`config.mk`:
```
export PLATFORM = sky130hd
export DESIGN_NAME = countdown_timer_hms
export DESIGN_NICKNAME = d
export VERILOG_FILES = /design/src/rtl/timer_pkg.sv /design/src/rtl/tick_prescaler.sv /design/src/rtl/countdown_timer_hms.sv
export SDC_FILE = /design/constraint.sdc
export NUM_CORES = 1
export LEC_CHECK = 0
export CAP_MARGIN = 20
export CORE_MARGIN = 1.5
export CORE_UTILIZATION = 40
export CTS_CLUSTER_DIAMETER = 50
export DETAILED_ROUTE_END_ITERATION = 6
export HOLD_SLACK_MARGIN = 0.05
export PLACE_DENSITY = 0.67
export SLEW_MARGIN = 20
export SYNTH_ARGS = -nofsm -noshare
export SYNTH_HDL_FRONTEND = slang
export SYNTH_HIERARCHICAL = 1
export SYNTH_SLANG_ARGS = --single-unit
```
`constraint.sdc`:
```
create_clock -name clk_i -period 6.9 [get_ports clk_i]
set_clock_uncertainty 0.2 [all_clocks]
set_input_delay 1.38 -clock clk_i [delete_from_list [all_inputs] [get_ports clk_i]]
set_output_delay 1.38 -clock clk_i [all_outputs]
set_load 0.005 [all_outputs]
```
`src/rtl/timer_pkg.sv`:
```
// ---------------------------------------------------------------------------
// timer_pkg
// Shared definitions for the countdown timer and the count-up stopwatch:
// time field widths, per-field maxima used for borrow/carry wrap and preset
// clamping, and the timer control state encoding.
// ---------------------------------------------------------------------------
package timer_pkg;

    localparam int unsigned HOUR_W = 5;
    localparam int unsigned MIN_W  = 6;
    localparam int unsigned SEC_W  = 6;
    localparam int unsigned MS_W   = 10;

    localparam logic [MS_W-1:0]   MS_MAX   = 10'd999;
    localparam logic [SEC_W-1:0]  SEC_MAX  = 6'd59;
    localparam logic [MIN_W-1:0]  MIN_MAX  = 6'd59;
    localparam logic [HOUR_W-1:0] HOUR_MAX = 5'd23;

    typedef enum logic [1:0] {
        IDLE    = 2'd0,
        RUN     = 2'd1,
        PAUSE   = 2'd2,
        EXPIRED = 2'd3
    } timer_state_t;

endpackage

```
`src/rtl/tick_prescaler.sv`:
```
// ---------------------------------------------------------------------------
// tick_prescaler
// Divides the system clock down to a single-cycle tick. The count runs
// 0..DIV-1 while enabled and holds its value while disabled, so a pause keeps
// the partial period. clr_i takes precedence over en_i and suppresses tick_o.
//
// Ports:
//   clk_i   in  1  system clock
//   reset_i in  1  asynchronous, active-low reset
//   en_i    in  1  count enable
//   clr_i   in  1  synchronous clear of the count
//   tick_o  out 1  high for the cycle in which the count is at DIV-1
// ---------------------------------------------------------------------------
module tick_prescaler #(
    parameter int unsigned DIV = 100_000
) (
    input  logic clk_i,
    input  logic reset_i,
    input  logic en_i,
    input  logic clr_i,
    output logic tick_o
);

    localparam int unsigned   CW   = (DIV > 1) ? $clog2(DIV) : 1;
    localparam logic [CW-1:0] TERM = CW'(DIV - 1);

    logic [CW-1:0] cnt_q;

    assign tick_o = en_i && !clr_i && (cnt_q == TERM);

    always_ff @(posedge clk_i or negedge reset_i) begin
        if (!reset_i) begin
            cnt_q <= '0;
        end else if (clr_i) begin
            cnt_q <= '0;
        end else if (en_i) begin
            cnt_q <= (cnt_q == TERM) ? '0 : cnt_q + CW'(1);
        end
    end

endmodule

```
`src/rtl/countdown_timer_hms.sv`:
```
// ---------------------------------------------------------------------------
// countdown_timer_hms
// Preset countdown timer with millisecond resolution. load_i copies the
// (clamped) hour/min/sec presets into the counter; a rising edge on
// start_stop_i starts, pauses and resumes the countdown. Reaching
// 00:00:00.000 gives a one-cycle done_o pulse and holds expired_o high until
// the next load.
//
// Ports:
//   clk_i        in  1   system clock
//   reset_i      in  1   asynchronous, active-low reset
//   load_i       in  1   synchronous load strobe (highest priority)
//   start_stop_i in  1   start/pause control, rising edge acts
//   Hourset      in  5   preset hours   (values >23 load 23)
//   Minset       in  6   preset minutes (values >59 load 59)
//   Secset       in  6   preset seconds (values >59 load 59)
//   hour_o       out 5   remaining hours
//   min_o        out 6   remaining minutes
//   sec_o        out 6   remaining seconds
//   ms_o         out 10  remaining milliseconds, 0..999
//   running_o    out 1   high while counting down
//   done_o       out 1   one-cycle pulse on reaching zero
//   expired_o    out 1   high while expired
// ---------------------------------------------------------------------------
module countdown_timer_hms
    import timer_pkg::*;
#(
    parameter int unsigned CLK_HZ  = 100_000_000,
    parameter int unsigned TICK_HZ = 1000
) (
    input  logic              clk_i,
    input  logic              reset_i,
    input  logic              load_i,
    input  logic              start_stop_i,
    input  logic [HOUR_W-1:0] Hourset,
    input  logic [MIN_W-1:0]  Minset,
    input  logic [SEC_W-1:0]  Secset,
    output logic [HOUR_W-1:0] hour_o,
    output logic [MIN_W-1:0]  min_o,
    output logic [SEC_W-1:0]  sec_o,
    output logic [MS_W-1:0]   ms_o,
    output logic              running_o,
    output logic              done_o,
    output logic              expired_o
);

    localparam int unsigned DIV = CLK_HZ / TICK_HZ;

    timer_state_t      state_q;
    logic              ss_q;
    logic              done_q;
    logic [HOUR_W-1:0] hour_q, hour_d, hour_ld;
    logic [MIN_W-1:0]  min_q,  min_d,  min_ld;
    logic [SEC_W-1:0]  sec_q,  sec_d,  sec_ld;
    logic [MS_W-1:0]   ms_q,   ms_d;

    logic ss_rise;
    logic cnt_zero;
    logic dec_zero;
    logic tick;
    logic presc_en;
    logic presc_clr;

    assign ss_rise  = start_stop_i & ~ss_q;
    assign cnt_zero = (hour_q == '0) && (min_q == '0) && (sec_q == '0) && (ms_q == '0);

    // Load and ss_rise both outrank the tick, so the prescaler is frozen in
    // those cycles rather than losing a partially counted period.
    assign presc_en  = (state_q == RUN) && !load_i && !ss_rise;
    assign presc_clr = load_i || ((state_q == IDLE) && ss_rise && !cnt_zero);

    tick_prescaler #(
        .DIV (DIV)
    ) u_prescaler (
        .clk_i   (clk_i),
        .reset_i (reset_i),
        .en_i    (presc_en),
        .clr_i   (presc_clr),
        .tick_o  (tick)
    );

    assign hour_ld = (Hourset > HOUR_MAX) ? HOUR_MAX : Hourset;
    assign min_ld  = (Minset  > MIN_MAX)  ? MIN_MAX  : Minset;
    assign sec_ld  = (Secset  > SEC_MAX)  ? SEC_MAX  : Secset;

    // Borrow chain ms -> sec -> min -> hour. Only used from RUN, which is
    // never occupied with an all-zero count, so hour never wraps.
    always_comb begin
        hour_d = hour_q;
        min_d  = min_q;
        sec_d  = sec_q;
        ms_d   = ms_q;
        if (ms_q != '0) begin
            ms_d = ms_q - MS_W'(1);
        end else begin
            ms_d = MS_MAX;
            if (sec_q != '0) begin
                sec_d = sec_q - SEC_W'(1);
            end else begin
                sec_d = SEC_MAX;
                if (min_q != '0) begin
                    min_d = min_q - MIN_W'(1);
                end else begin
                    min_d  = MIN_MAX;
                    hour_d = hour_q - HOUR_W'(1);
                end
            end
        end
    end

    assign dec_zero = (hour_d == '0) && (min_d == '0) && (sec_d == '0) && (ms_d == '0);

    always_ff @(posedge clk_i or negedge reset_i) begin
        if (!reset_i) begin
            state_q <= IDLE;
            ss_q    <= 1'b0;
            done_q  <= 1'b0;
            hour_q  <= '0;
            min_q   <= '0;
            sec_q   <= '0;
            ms_q    <= '0;
        end else begin
            ss_q   <= start_stop_i;
            done_q <= 1'b0;
            if (load_i) begin
                hour_q  <= hour_ld;
                min_q   <= min_ld;
                sec_q   <= sec_ld;
                ms_q    <= '0;
                state_q <= IDLE;
            end else begin
                case (state_q)
                    IDLE: begin
                        if (ss_rise && !cnt_zero) begin
                            state_q <= RUN;
                        end
                    end
                    RUN: begin
                        if (ss_rise) begin
                            state_q <= PAUSE;
                        end else if (tick) begin
                            hour_q <= hour_d;
                            min_q  <= min_d;
                            sec_q  <= sec_d;
                            ms_q   <= ms_d;
                            if (dec_zero) begin
                                state_q <= EXPIRED;
                                done_q  <= 1'b1;
                            end
                        end
                    end
                    PAUSE: begin
                        if (ss_rise) begin
                            state_q <= RUN;
                        end
                    end
                    default: begin
                        // EXPIRED: hold at zero until the next load
                    end
                endcase
            end
        end
    end

    assign hour_o    = hour_q;
    assign min_o     = min_q;
    assign sec_o     = sec_q;
    assign ms_o      = ms_q;
    assign running_o = (state_q == RUN);
    assign expired_o = (state_q == EXPIRED);
    assign done_o    = done_q;

endmodule

```
==> impl_metrics.tcl, run 1 <==
set metrics [dict create \
    cts_made_buffers 5 \
    crit_type "reg -> reg" \
    drt-initial-drc-count 314 \
    synth.area.mux_share_pct 0.902 \
    ff2ff_path_depth 14 \
    synthTopCellsByArea "dfrtp_1, nor2_1, o21ai_0" \
    cts_tree "built" \
    path_clk_slew_ns 0.10 \
    die_area_mm2 0.00888 \
    cts_sinks 48 \
    whs_path_depth 1 \
    ir_worst_vdd_v 0.0000926 \
    hpwl_um 6570 \
    synth_simple_gate_area_share_pct 33.2 \
    r2r-start "ms_o[0]$_DFFE_PN0P_" \
    pwr_density_cell_mw_per_mm2 159 \
    setup_viol 0 \
    cts_max_path_buffers 2 \
    cts.htree.levels 2 \
    start_util_pct 40.9 \
    synth_compound_area_share_pct 20.0 \
    ys_seq_area_share_pct 36.1 \
    yosys.area.top_type "dfrtp_1" \
    yosys-top-cells-count "dfrtp_1, nor2_1, nand2_1" \
    startpoint_type "flop" \
    routed_via_density 5.96 \
    synthCells 396 \
    nets 467 \
    die_w_um 94.3 \
    routed_wl_um 9090 \
    leakage_nw 1.68 \
    cts-root-buf "clkbuf_8" \
    diodes 0 \
    hold_class "reg -> reg" \
    rsz0062_at_grt "false" \
    r2r_slack_ns 2.04 \
    place_area_mm2 0.00389 \
    design_area_mm2 0.00402 \
    hold_buffers 0 \
    r2r_end "min_o[4]$_DFFE_PN0P_" \
    finish.utilization_pct 49.4 \
    portBuffers 50 \
    grt_max_degree 49 \
    synth.top_cell.area_share_pct 36.1 \
    syn-num-nets 423 \
    crit_path_max_incr_delay_ns 0.51 \
    crit_arrival_ns 4.84 \
    cp_max_fo 9 \
    crit_top_cell "nor2_1" \
    synth_warnings 6 \
    fin_setup_tns_ns 0 \
    overflow 0 \
    hold_end "u_prescaler/cnt_q[11]$_DFFE_PN0P_" \
    synth_ff_type "dfrtp_1" \
    status "finished, final reports clean" \
    relSlewSlack_pct 39.5 \
    synth_edf_count 0 \
    crit_chain "inv_1 -> ha_1 -> nor4b_4 -> nand4_2 -> nor2_1 -> a21oi_1 -> a21o_1 -> nand2b_1 -> nor2_1 -> and3_1 -> nand3_1 -> nor4b_1 -> xnor2_1 -> o21ai_0" \
    area_delta_synth_final_pct 20.7 \
    final_hold_viol_count 0 \
    routabilityCongestion 0.945 \
    clkLatencyLatePin_ns 0.31 \
    grt_pass1_vias 3023 \
    die_h_um 94.3 \
    synth_cell_types 65 \
    avgSynthCellArea_um2 8.41 \
    nFillCells 775 \
    antenna_found_initial 0 \
    ys_ff_latch 48 \
    cap_violations 0 \
    first_pass_iters 4 \
    required_ns 6.88 \
    tightest_slew_ns 0.906 \
    grt_usage_pct 21.3 \
    cts_resized 0 \
    synth_top_family_by_area "simple AND/OR/NAND/NOR gates" \
    ant_nets 0 \
    synthAdderAreaFrac_pct 2.25 \
    drc 0 \
    total_power_w 0.000641 \
    cp_slowest_cell "nor2_1" \
    fmax_ghz 0.206 \
    yosysMostFrequentCell "dfrtp_1" \
    coreArea_mm2 0.00813 \
    routedWlPerCell_um 16.7 \
    holdCritStartpoint "u_prescaler/cnt_q[11]$_DFFE_PN0P_" \
    cp-end-kind "flop" \
    row_count 33 \
    finalCritPeriodShare_pct 70.4 \
    layout_min_cycle_time_ns 4.86 \
    drive_gt1_share_pct 7.48 \
    synth_area_mm2 0.00333 \
    io-pin-count 51 \
    ys_async_sr_fraction_pct 100 \
    post_cts_buffers 0 \
    grt_pass1_wl_um 14900 \
    synth_xor_area_share_pct 2.89 \
    drv_slew 0 \
    route.vias.total 3256 \
]
==> where the power goes <==
part           switching (W)  internal, W
Clock               0.000102     0.000128
Sequential         0.0000164     0.000291
Combinational      0.0000534    0.0000507
Total               0.000171     0.000470
==> flip-flops by register name, indices dropped and copies added, names as in the netlist <==
register           count
done_o                 1
sec_o                  6
hour_o                 5
ss_q                   1
min_o                  6
state_q                2
u_prescaler/cnt_q     17
ms_o                  10
==> layout by cell type (no fill, tap or decap), types with 7 or more instances in the layout <==
cell type        synthesis  routed
inv_1                   20      20
nor3_1                  14      14
nand4_1                 11      11
clkbuf_8                 0       7
nor2_1                  46      46
clkdlybuf4s50_1          0      49
dfrtp_1                 48      48
and3_1                  11      11
xnor2_1                  9       9
nand3_1                 17      17
o21ai_0                 29      29
a21oi_1                 17      17
a31oi_1                 10      10
nand2_1                 35      35
nand2b_1                 8       8
==> metal layers <==
layer | global-route usage, % | part of all wire [%] | wire (um)
met3 | 2.67 | 5.2 | 469
met1 | 31.2 | 48 | 4370
met5 | 0 | 0 | 0
met4 | 8.83 | 3.2 | 291
met2 | 31.4 | 44 | 3960
==> layout make-up <==
class | instances | area, um^2 | area share, %
Timing Repair Buffer | 52 | 513 | 12.8
Clock inverter | 1 | 30.0 | 0.747
Sequential cell | 48 | 1200 | 29.9
Tap cell | 105 | 131 | 3.27
Inverter | 20 | 75.1 | 1.87
Multi-Input combinational cell | 313 | 1970 | 49.1
Clock buffer | 7 | 96.3 | 2.40
==> kinds of logic (layout without fill, tap and decap cells) <==
kind of cell | Yosys count | after routing
AO/OA/AOI/OAI | 99 | 99
XOR/XNOR | 11 | 11
adder cells (fa/ha/maj) | 6 | 6
buffers and inverters | 35 | 80
flip-flops | 48 | 48
multiplexers | 3 | 3
AND/OR/NAND/NOR | 194 | 194
==> how the worst max path moves through the flow <==
stage                               from                endpoint  slack (ns)
floorplan                         load_i    min_o[4]$_DFFE_PN0P_        2.85
global placement                  load_i  state_q[1]$_DFFE_PN0P_        2.14
detailed placement                load_i    min_o[4]$_DFFE_PN0P_        2.08
CTS                  ms_o[0]$_DFFE_PN0P_    min_o[4]$_DFFE_PN0P_        2.12
global route        sec_o[0]$_DFFE_PN0P_    min_o[4]$_DFFE_PN0P_        1.64
finish               ms_o[0]$_DFFE_PN0P_    min_o[4]$_DFFE_PN0P_        2.04
==> per-stage QoR <==
step	std cells	hold WS, ns	worst slack (ns)
2_1_floorplan	396	0.295	2.85
3_3_place_gp	538	0.320	2.14
3_5_place_dp	538	0.317	2.08
4_1_cts	546	0.335	2.12
5_1_grt	546	0.356	1.64
6_report	546	0.338	2.04
==> critical path: cells and delay by family (launching register included) <==
family / cells / cell delay (ns)
AND/OR/NAND/NOR: 8 / 3.03
buffers and inverters: 1 / 0.13
AO/OA/AOI/OAI: 3 / 0.49
flip-flops: 1 / 0.45
XOR/XNOR: 1 / 0.16
adder cells (fa/ha/maj): 1 / 0.26
Note: power is estimated with default switching activity, not from simulation.
==> inputs of run 2 (changes only) <==
- clock period: 6.9 -> 4.95 ns (I/O delays scaled with it)
==> impl_metrics.tcl, run 2 (same netlist as run 1, synthesis figures left out) <==
set metrics [dict create \
    die_h_um 94.3 \
    drc 0 \
    drv_slew 0 \
    tightest_slew_ns 0.875 \
    cts-root-buf "clkbuf_8" \
    area_delta_synth_final_pct 20.8 \
    regArea_mm2 0.00120 \
    hold_class "reg -> reg" \
    cts_max_path_buffers 2 \
    overflow 0 \
    crit_arrival_ns 4.52 \
    routedWlPerCell_um 16.6 \
    fmax_ghz 0.222 \
    nets 472 \
    ir_worst_vdd_v 0.000105 \
    route.vias.total 3237 \
    fin_setup_tns_ns 0 \
    nFillCells 787 \
    die_w_um 94.3 \
    cp-end-kind "flop" \
    dp_cells 543 \
    cts_resized 0 \
    internal_power_w 0.000602 \
    layout_common_cells "clkdlybuf4s50_1, dfrtp_1, nor2_1" \
    cts.htree.levels 2 \
    grt_pass1_wl_um 15200 \
    grt_pass1_vias 3115 \
    ant_nets 0 \
    startpoint_type "flop" \
    layout_min_cycle_time_ns 4.50 \
    hold_buffers 0 \
    start_util_pct 40.9 \
    cts_made_buffers 5 \
    rsz0062_at_grt "false" \
    multiInputGateArea_mm2 0.00197 \
    setup_viol 0 \
    largest_register_ffs 17 \
    required_ns 4.97 \
    cp_max_fo 9 \
    drt-initial-drc-count 214 \
    layout_commonest_cell "clkdlybuf4s50_1" \
    finalCritPeriodShare_pct 90.8 \
    diodes 0 \
    top_register "u_prescaler/cnt_q" \
    grt_max_degree 49 \
    pwr_density_cell_mw_per_mm2 208 \
    final_hold_viol_count 0 \
    io-pin-count 51 \
    routed_wl_um 9150 \
    cts_sinks 48 \
    status "finished, final reports clean" \
    leakage_nw 1.69 \
    p_clk_share_pct 31.3 \
    seq_power_share_pct 51.2 \
    portBuffers 50 \
    clkLatencyLatePin_ns 0.30 \
    post_cts_buffers 0 \
    routabilityCongestion 0.893 \
    relSlewSlack_pct 41.5 \
    drive_gt1_share_pct 8.31 \
    p_sw_share_pct 28.1 \
    path_clk_slew_ns 0.09 \
    die_area_mm2 0.00888 \
    routed_via_density 5.89 \
    coreArea_mm2 0.00813 \
    hpwl_um 6620 \
    instances_no_fill 550 \
    cap_violations 0 \
    grt_usage_pct 21.6 \
    row_count 33 \
    antenna_found_initial 0 \
    switching_power_w 0.000236 \
    cts_tree "built" \
    p_comb_share_pct 17.6 \
    first_pass_iters 7 \
    crit_type "reg -> reg" \
]
## run 2: changes by cell type in the layout (fill, tap and decap cells not counted), sizes merged
cell,change
bufinv,-1
buf,+5
## run 2: worst paths after layout
path                                                   start                           endpoint  slack, ns  depth (start not counted)
min in group asynchronous                            reset_i  u_prescaler/cnt_q[10]$_DFFE_PN0P_       0.58                          2
setup reg to reg                        sec_o[0]$_DFFE_PN0P_             state_q[1]$_DFFE_PN0P_       0.45                         16
setup / recovery                        sec_o[0]$_DFFE_PN0P_             state_q[1]$_DFFE_PN0P_       0.45                         16
max in group asynchronous                            reset_i               min_o[3]$_DFFE_PN0P_       3.56                          2
hold reg to reg            u_prescaler/cnt_q[11]$_DFFE_PN0P_  u_prescaler/cnt_q[11]$_DFFE_PN0P_       0.36                          1
hold / removal             u_prescaler/cnt_q[11]$_DFFE_PN0P_  u_prescaler/cnt_q[11]$_DFFE_PN0P_       0.36                          1
## run 2: power groups by stage
stage | logic, W | clock network [W] | registers [W]
2_1_floorplan | 0.0000725 | 0 | 0.000430
3_3_place_gp | 0.000145 | 0 | 0.000435
3_5_place_dp | 0.000146 | 0 | 0.000435
4_1_cts | 0.000147 | 0.000270 | 0.000428
5_1_grt | 0.000163 | 0.000283 | 0.000431
6_report | 0.000147 | 0.000262 | 0.000428
## run 2: metal layers
metal	track usage, %	routed length, um	vias up
met1	30.7	4410	1549
met5	0	0	-
met3	3.40	469	12
li1	-	-	1564
met2	32.9	4080	112
met4	7.96	194	0
## run 2: metrics by stage
step           worst slack [ns]  utilization, %  instance area, um^2  hold WS (ns)  power [W]
5_1_grt                   0.126            49.5                 4030         0.384   0.000877
2_1_floorplan             0.942               -                 3330         0.295   0.000503
3_3_place_gp              0.739            48.3                 3930         0.324   0.000580
4_1_cts                   0.490            49.5                 4030         0.349   0.000845
3_5_place_dp              0.531            48.3                 3930         0.336   0.000581
6_report                  0.454            49.5                 4030         0.355   0.000838
## run 2: cell type report
| class | count | area share (%) |
|---|---|---|
| clock buffers | 7 | 2.39 |
| inverters | 20 | 1.87 |
| multi-input cells | 313 | 49.0 |
| repair buffers | 57 | 13.6 |
| flip-flops and latches | 48 | 29.8 |
| well taps | 105 | 3.26 |
## run 2: critical path: stages (launching register included)
cell and delay, ns:
dfrtp_1 0.44, inv_1 0.08, ha_1 0.20, nor4b_1 0.60
nand4_2 0.35, nor2_1 0.33, a21oi_1 0.14, a21o_1 0.26
nand2b_1 0.28, nor2_1 0.15, buf_4 0.19, and4bb_2 0.22
nand3_1 0.07, a221o_1 0.33, a211oi_1 0.21, nand4_1 0.16
a211oi_2 0.20
==> inputs of run 3 (changes only) <==
- CORE_MARGIN: 1.5 -> default
- CTS_CLUSTER_SIZE: default -> 28
- clock period: 4.95 -> 4.9 ns (I/O delays scaled with it)
==> impl_metrics.tcl, run 3 (same netlist as run 1, synthesis figures left out) <==
set metrics [dict create \
    status "finished, final reports clean" \
    routabilityCongestion 0.966 \
    crit_chain "inv_1 -> ha_1 -> nor4b_1 -> nand4_2 -> nor2_1 -> a21oi_1 -> a21o_1 -> nand2b_1 -> nor2_1 -> buf_4 -> and4bb_2 -> nand3_1 -> a221o_1 -> a211oi_1 -> nand4_1 -> a211oi_2" \
    finalCritPeriodShare_pct 90.1 \
    p_sw_share_pct 28.6 \
    ir_worst_vdd_v 0.000109 \
    crit_path_max_incr_delay_ns 0.58 \
    clkLatencyLatePin_ns 0.31 \
    row_count 32 \
    antenna_found_initial 0 \
    portBuffers 50 \
    grt_max_degree 49 \
    die_h_um 93.3 \
    rsz0062_at_grt "false" \
    post_cts_buffers 0 \
    diodes 0 \
    drc 0 \
    p_clk_share_pct 30.7 \
    hold_buffers 0 \
    setup_viol 0 \
    place_ws_ns 0.551 \
    cp-end-kind "flop" \
    cts_sinks 48 \
    cpLargestDelayFamily "simple AND/OR/NAND/NOR gates" \
    cts_max_path_buffers 2 \
    cap_violations 0 \
    start_util_pct 42.2 \
    route.vias.total 3224 \
    tightest_slew_ns 0.821 \
    final_hold_viol_count 0 \
    total_power_w 0.000835 \
    drt-initial-drc-count 176 \
    pwr_density_cell_mw_per_mm2 207 \
    overflow 0 \
    fin_setup_tns_ns 0 \
    layout_common_cells "clkdlybuf4s50_1, dfrtp_1, nor2_1" \
    first_pass_iters 4 \
    cts_tree "built" \
    startpoint_type "flop" \
    switching_power_w 0.000238 \
    cts.htree.levels 2 \
    crit_arrival_ns 4.45 \
    layout_min_cycle_time_ns 4.41 \
    layout_commonest_cell "clkdlybuf4s50_1" \
    cp_num_buf_inv 2 \
    die_w_um 93.3 \
    internal_power_w 0.000596 \
    hold_class "reg -> reg" \
    crit_top_cell "nor2_1" \
    grt_pass1_vias 3103 \
    cts-root-buf "clkbuf_8" \
    cp_max_fo 9 \
    place_area_mm2 0.00393 \
    nets 473 \
    hpwl_um 6760 \
    fmax_ghz 0.227 \
    largest_register_ffs 17 \
    cts_made_buffers 5 \
    relSlewSlack_pct 45.1 \
    cp_slowest_cell "nor4b_1" \
    path_clk_slew_ns 0.09 \
    leakage_nw 1.69 \
    grt_pass1_wl_um 15400 \
    io-pin-count 51 \
    p_comb_share_pct 17.5 \
    ant_nets 0 \
    routed_via_density 5.87 \
    design_area_mm2 0.00403 \
    worst_slack_ns 0.487 \
    grt_usage_pct 22.3 \
    coreArea_mm2 0.00789 \
    drv_slew 0 \
    crit_type "reg -> reg" \
    cts_resized 0 \
    area_delta_synth_final_pct 21.0 \
    seq_power_share_pct 51.8 \
    routedWlPerCell_um 16.4 \
    drive_gt1_share_pct 8.72 \
    routed_wl_um 9010 \
    die_area_mm2 0.00870 \
    top_register "u_prescaler/cnt_q" \
    required_ns 4.93 \
]
## run 3: changes by cell type in the layout (fill, tap and decap cells not counted)
| cell | before | now |
|---|---|---|
| clkbuf_8 | 7 | 6 |
| clkinvlp_4 | 0 | 2 |
| buf_4 | 7 | 8 |
## run 3: area by class of cell
cell class | instances | area (um^2)
tap | 102 | 128
clock inverter | 2 | 15.0
clock buffer | 6 | 82.6
inverter | 20 | 75.1
multi-input combinational | 313 | 1970
fill | 733 | 3860
timing repair buffer | 58 | 556
sequential | 48 | 1200
## run 3: layer usage
layer | vias up | part of all wire [%] | global-route usage (%)
met2 | 91 | 48 | 36.0
met1 | 1548 | 45 | 29.8
met3 | 20 | 4.1 | 4.15
li1 | 1565 | - | -
met4 | 0 | 2.6 | 8.21
met5 | - | 0 | 0
## run 3: path summary, 6_finish.rpt
kind / cells after the start / slack, ns / from / end
worst max-delay path: 16 / 0.49 / sec_o[0]$_DFFE_PN0P_ / state_q[1]$_DFFE_PN0P_
worst min-delay path: 1 / 0.36 / u_prescaler/cnt_q[11]$_DFFE_PN0P_ / u_prescaler/cnt_q[11]$_DFFE_PN0P_
worst max register to register: 16 / 0.49 / sec_o[0]$_DFFE_PN0P_ / state_q[1]$_DFFE_PN0P_
worst min register to register: 1 / 0.36 / u_prescaler/cnt_q[11]$_DFFE_PN0P_ / u_prescaler/cnt_q[11]$_DFFE_PN0P_
max in group asynchronous: 2 / 3.51 / reset_i / ms_o[6]$_DFFE_PN0P_
min in group asynchronous: 2 / 0.55 / reset_i / u_prescaler/cnt_q[8]$_DFFE_PN0P_
## run 3: power by group through the flow
| stage | clock network, W | logic [W] | registers, W |
|---|---|---|---|
| after floorplan | 0 | 0.0000733 | 0.000435 |
| after global placement | 0 | 0.000146 | 0.000439 |
| after detailed placement | 0 | 0.000146 | 0.000440 |
| after CTS | 0.000266 | 0.000147 | 0.000432 |
| after global routing | 0.000285 | 0.000164 | 0.000435 |
| final | 0.000256 | 0.000146 | 0.000432 |
## run 3: through the flow
stage	utilization, %	hold slack, ns	std cells
after floorplan	-	0.295	396
after global placement	49.9	0.336	541
after global routing	51.1	0.388	549
after CTS	51.1	0.357	549
after detailed placement	49.9	0.342	541
final	51.1	0.360	549
==> patch, RTL diff (config.mk and constraints of run 3) <==
Put a register stage on the output `expired_o`, cleared by the reset. The value now appears one clock later. The other outputs are not delayed to match. Comments in the files are not updated.
--- a/src/rtl/countdown_timer_hms.sv
+++ b/src/rtl/countdown_timer_hms.sv
@@ -167,7 +167,13 @@
     assign sec_o     = sec_q;
     assign ms_o      = ms_q;
     assign running_o = (state_q == RUN);
-    assign expired_o = (state_q == EXPIRED);
+    always_ff @(posedge clk_i or negedge reset_i) begin
+        if (!reset_i) begin
+            expired_o <= '0;
+        end else begin
+            expired_o <= (state_q == EXPIRED);
+        end
+    end
     assign done_o    = done_q;
 
 endmodule
Function: no difference found for any inputs over 10 cycles, from zero or initial values and one cycle with reset_i low; that may be too few to reach the edited logic, so the function may still have changed.
==> patch against run 3 <==
Count of clock-buffer cells in the layout shrank 1; final area shrank 0.34%; synthesized cell count shrank 2.5%; utilization grew 0.085 points; wire length shrank 5.9%; worst setup slack lost 20 ps; sequential cell count grew 1; sequential power grew 2%; total power grew 11%; via count shrank 5.1%; synthesized area shrank 1.0%; critical path type unchanged; critical endpoint unchanged.
==> patch: results (changes against run 3) <==
Logic synthesis
  – Mapped Nets: 413 (-2.4%)
  – Post-synthesis mux area share: 0.00911 (+0.0000924)
  – Seq/Total Area, Yosys: 0.372 (+0.0113)
  – Count of cell types in the netlist: 66 (+1.5%)
  – Yosys top cell area share: 0.372 (+0.0113)
  – Post-Synth Adder-Cell Area: 0.0228 (+0.000231)
  – Compound-gate portion of the synthesized area: 0.187 (-0.0131)
  – Most frequent cells after synthesis: 49 x dfrtp_1, 44 x nor2_1, 40 x nand2_1

Detailed routing
  – Met1 wire length: 4.10 mm (+0.17%)
  – Met3 WL: 407 um (+12%)
  – Via count: 3058 (-5.1%)
  – Drt wl/cell: 15.8 um (-3.6%)
  – Initial DRC count: 191 (+8.5%)
  – First-pass detailed-route iteration total: 5 (+1)

Power and ir drop
  – Max VDD drop: 118 uV (+8.2%)
  – Clk pwr: 349 uW (+36%)
  – Internal: 689 uW (+16%)
  – Pleak: 1.67 nW (-1.1%)
  – Seq pwr share: 0.478 (-0.040)

Finish
  – Share of cells above drive strength 1: 0.0806 (-0.00660)
  – Final Net Count: 460 (-2.7%)
  – Fill count: 761 (+3.8%)

Placed design
  – DP HPWL: 6.08 mm (-10%)
  – Placed instance area: 0.00386 mm2 (-1.8%)

Timing
  – Worst Max-Slew Pin Slew: 920 ps (+99.5 ps)
  – Hold WS: 359 ps (-0.903 ps)

Global route
  – Vias in the first global route: 2842 (-8.4%)
  – First-pass GRT wire length: 13.8 mm (-9.8%)
  – Largest net degree at the start of global routing: 50 (+2.0%)
  – Met2 Usage GRT: 0.306 (-0.0539)
  – Met1 GRT Util: 0.296 (-0.00190)
  – GRT Overall Usage: 0.203 (-0.0201)

Worst setup path
  – Worst reg2reg setup slack: 470 ps (-20 ps)
  – Data arrival, critical path: 4470 ps (+20 ps)

Outcome
  – Status: finished, final reports clean
[patch: final cells by class]
type	instances	area, um2	area share
Clock buffer	5	68.8	0.0171
Clock inverter	3	65.1	0.0162
Inverter	15	56.3	0.0140
Multi-Input combinational cell	305	1920	0.479
Sequential cell	49	1230	0.305
Tap cell	102	128	0.0318
Timing Repair Buffer	57	548	0.136
[patch: through the flow]
stage	power [mW]	worst slack (ps)	util	cells
6_report	0.924	468	0.512	536
4_1_cts	0.936	390	0.509	533
3_5_place_dp	0.582	418	0.492	525
2_1_floorplan	0.510	1000	-	386
3_3_place_gp	0.582	625	0.492	525
5_1_grt	0.965	94.7	0.512	536
[patch: critical path: stages, from the launching register on]
cell	delay, ps
dfrtp_1	450
inv_1	80
ha_1	240
nand2b_1	120
or4_1	530
nor3_2	390
a31oi_1	160
nand2_1	80
nand2_1	180
nand2b_1	320
nor2_1	280
and3b_1	220
nand4_1	90
or4_4	550
a2111oi_4	220
nand4_1	130
a21oi_1	130
